### src/rtl/encoder_priority_hold.sv
// Sequential priority encoder: sticky pending requests, highest index presented
// with a valid/ack handshake and held stable until acknowledged.
module encoder_priority_hold #(
  parameter int N = 4,
  parameter int W = 2
) (
  input  logic         clk_i,
  input  logic         rst_n_i,
  input  logic         en_i,
  input  logic [N-1:0] in_i,
  input  logic         ack_i,
  output logic [W-1:0] out_o,
  output logic         valid_o,
  output logic [N-1:0] pending_o,
  output logic         dup_o
);

  typedef enum logic {
    ST_IDLE    = 1'b0,
    ST_PRESENT = 1'b1
  } state_t;

  state_t         state_q;
  logic [N-1:0]   pending_q;
  logic [W-1:0]   out_q;
  logic           valid_q;
  logic           dup_q;

  logic [N-1:0]   cap_d;
  logic           take_d;
  logic [N-1:0]   clr_d;
  logic [N-1:0]   pending_d;
  logic           dup_d;

  // Highest set index; an empty vector encodes as 0.
  function automatic logic [W-1:0] prio(input logic [N-1:0] x);
    logic [W-1:0] r;
    r = '0;
    for (int i = 0; i < N; i++) begin
      if (x[i]) begin
        r = i[W-1:0];
      end else begin
        r = r;
      end
    end
    return r;
  endfunction

  function automatic logic [N-1:0] onehot(input logic [W-1:0] idx);
    logic [N-1:0] r;
    r      = '0;
    r[idx] = 1'b1;
    return r;
  endfunction

  // Next pending set: the served bit is cleared, but a same-cycle capture wins.
  always_comb begin
    cap_d     = en_i ? in_i : '0;
    take_d    = valid_q & ack_i;
    clr_d     = take_d ? onehot(out_q) : '0;
    pending_d = (pending_q & ~clr_d) | cap_d;
    dup_d     = |(cap_d & pending_q & ~clr_d);
  end

  // Pending register, duplicate pulse and the present/hold handshake FSM.
  always_ff @(posedge clk_i) begin
    if (!rst_n_i) begin
      state_q   <= ST_IDLE;
      pending_q <= '0;
      out_q     <= '0;
      valid_q   <= 1'b0;
      dup_q     <= 1'b0;
    end else begin
      pending_q <= pending_d;
      dup_q     <= dup_d;
      case (state_q)
        ST_IDLE: begin
          if (|pending_d) begin
            state_q <= ST_PRESENT;
            valid_q <= 1'b1;
            out_q   <= prio(pending_d);
          end else begin
            state_q <= ST_IDLE;
            valid_q <= 1'b0;
            out_q   <= '0;
          end
        end
        ST_PRESENT: begin
          // Later higher-priority captures never preempt the held index.
          if (!ack_i) begin
            state_q <= ST_PRESENT;
            valid_q <= 1'b1;
            out_q   <= out_q;
          end else if (|pending_d) begin
            state_q <= ST_PRESENT;
            valid_q <= 1'b1;
            out_q   <= prio(pending_d);
          end else begin
            state_q <= ST_IDLE;
            valid_q <= 1'b0;
            out_q   <= '0;
          end
        end
        default: begin
          state_q <= ST_IDLE;
          valid_q <= 1'b0;
          out_q   <= '0;
        end
      endcase
    end
  end

  assign out_o     = out_q;
  assign valid_o   = valid_q;
  assign pending_o = pending_q;
  assign dup_o     = dup_q;

endmodule

### config.mk
export PLATFORM = sky130hd
export DESIGN_NAME = encoder_priority_hold
export DESIGN_NICKNAME = d
export VERILOG_FILES = /design/src/rtl/encoder_priority_hold.sv
export SDC_FILE = /design/constraint.sdc
export NUM_CORES = 1
export LEC_CHECK = 0
export ABC_AREA = 1
export CAP_MARGIN = 0
export CORE_AREA = 2 2 39 41
export DETAILED_ROUTE_END_ITERATION = 12
export DIE_AREA = 0 0 41 43
export PLACE_DENSITY = 0.72
export SETUP_SLACK_MARGIN = 0.1
export SKIP_LAST_GASP = 1
export SYNTH_ARGS = -nofsm -noshare
export SYNTH_HDL_FRONTEND = slang
export SYNTH_SLANG_ARGS = --single-unit
### constraint.sdc
create_clock -name clk_i -period 1.6 [get_ports clk_i]
set_clock_uncertainty 0.2 [all_clocks]
set_input_delay 0.24 -clock clk_i [delete_from_list [all_inputs] [get_ports clk_i]]
set_output_delay 0.24 -clock clk_i [all_outputs]
set_load 0.02 [all_outputs]
==> impl_results.md <==
- Status: complete, no violations
- Finished Cell Area: 619 µm²
- Number of synthesized register bits: 8
- Tcrit/Tclk final: ~90%
- Worst-path clk slew: 0.06 ns
- Post-Route WL: approximately 930 µm
- Largest net degree at the start of global routing: 7
- Share of the synthesized area in the top cell type: 38.0%
- Nets: 94
- Worst path top cell family by delay: flip-flops
- Synthesis Warnings: 0
- Worst Setup Start Kind: flip-flop
- Crit-path slowest cell: dfxtp_1
- Sink Count: 8
- CP Capture Type: output pin
- DRT Pass-1 Iters: 4
- Fraction of layout cells with a size suffix above 1: ~15%
- Slew margin rel.: between 80% and 90%
- Layout area overhead: 46.9%
- Max Fclk: 689 MHz
- Net count after synthesis: 72
- Boundary pin count: 16
- First-pass GRT wire length: 1.54 mm
- CTS tree: done
- Post-DP Area: 607 µm²
- Core area: 1380 µm²
- Util after Layout: 44.8%
- Final Max Tran Viols: 0
- Vias in the first global route: 408
- P per Cell Area: about 860 nW/µm²
- Ant. Diodes: 0
- Mapped Area: 422 µm²
- Cell row count: 14
- VDD IR max: 0.410 mV
- Storage cell area: 160 µm²
- Leakage power: roughly 0.33 nW
- Top cells by area, synth: dfxtp_1 38%, nand2_1 16%, inv_1 8.0%, nor2_1 7.1%, a21oi_4 3.9%
- GRT Total Usage: 12.8%
- Post-DRT Antenna Nets: 0
- Setup TNS: 0 ns
- Multi-input logic area: 220 µm²
- Worst skew pair latency: 0.25 ns
- H-tree lvl count: 1
- Dpl ws: -0.0573 ns
- CP Buf/Inv Count: 1
- Via count: 446
- Seq/Total Area, Yosys: 38.0%
- Fin cells: 100
- Critical path class: flip-flop to output pin
- Starting Density: 30.5%
- Slew @ Worst Pin: 0.200 ns
- RSZ-0062 raised after global routing: false
- Hold Buf Count CTS: 0
- Layout fillers: 158
- Root Driver: clkbuf_4
- Setup Viol. Count Final: 0
- Post-Syn Instances: between 60 and 70
- Fin. Hold Viols: 0
- Die X: 41 µm
- Clk buf depth: 2
- Dpl hpwl: just under 800 µm
- 1st-iter DRT viols: 13
- Final Total Pwr: 535 µW
- Drt via density: 4.46
- Die ar.: roughly 1800 µm²
- Fin worst setup slack: 0.148 ns
- Fin crit period: 1.45 ns
- Max-cap violations: 0
- Hold slack: between 0.3 and 0.4 ns
- Crit-path max cell delay: 0.41 ns
- Cell taking the most area after synthesis: dfxtp_1
- Hold Path Class: flip-flop to flip-flop
- Worst Path Max Fanout: 4
- GR Overflow Total: 0
- Postcts setup bufs: 0
- Initial antenna violation count: 0
- CP required: ~1.2 ns
- Worst path cell trace: dlygate4sd2_1
- Number of buffers created by CTS: 3
- Detailed-route DRC error count: 0
- Cell Count Post-Placement: 97
- WL per Instance: 9.32 µm
- Distinct cells, synth: 16
- CTS-repair resized insts: 8
- WP data arrival: 1.01 ns
- RD Place Congestion: 0.768
- R2R setup slack: 0.31 ns
- Die Ht: 43 µm
- Port buffer count: 15
- Synth Area per Inst: 6.59 µm²
## cell type report
type / instances / share of cell area [%]
clock buffers: 3 / 3.64
inverters: 11 / 6.67
multi-input cells: 45 / 35.6
flip-flops and latches: 8 / 25.9
well taps: 16 / 3.23
repair buffers: 17 / 25.1
## cell usage in the layout (no fill, tap or decap), drive strengths merged
cell type,instances
nand2,20
inv,11
nor2,10
dfxtp,8
dlygate4sd2,8
clkdlybuf4s50,7
o21ai,4
a21oi,4
nand3,3
clkbuf,3
nand4,2
buf,2
o21bai,1
nand3b,1
## worst paths after layout
check,startpoint,endpoint,depth (start not counted)
worst max register to register,out_o[0],valid_o,6
worst min register to register,pending_o[1],pending_o[1],2
worst min-delay path,pending_o[1],pending_o[1],2
worst max-delay path,pending_o[2],pending_o[2],1
## state kept, by name, summed over array words and instances, names as in the netlist
signal     count
pending_o      4
out_o          2
dup_o          1
valid_o        1
## synthesized netlist by cell type
cell type / instances
a21oi_4: 1
nand3b_1: 1
nand4_1: 2
nor2_1: 8
o21ai_1: 2
nor2_2: 2
inv_2: 2
inv_1: 9
nand2_1: 18
o21bai_1: 1
nand3_1: 3
o21ai_0: 2
nand2_2: 2
a21oi_1: 2
a21oi_2: 1
dfxtp_1: 8
## where the power goes
part	internal [mW]	switching (mW)	total, mW
clock	0.0857	0.0662	0.152
sequential	0.218	0.0144	0.232
combinational	0.0657	0.0856	0.151
## per-layer routing
layer | global-route usage [%] | vias up | routed length, µm
met5 | 0 | - | 0
met4 | 8.00 | 0 | 14
met3 | 3.14 | 2 | 48
met2 | 19.7 | 13 | 432
met1 | 15.0 | 189 | 436
li1 | - | 242 | -
## logic make-up (layout without fill, tap and decap cells)
group           after synthesis  count (layout)  share of synthesized area, %
simple gates                 36              36                          37.4
buf+inv                      11              31                          9.79
flops                         8               8                          38.0
compound gates                9               9                          14.8
(Power assumes the default switching activity.)
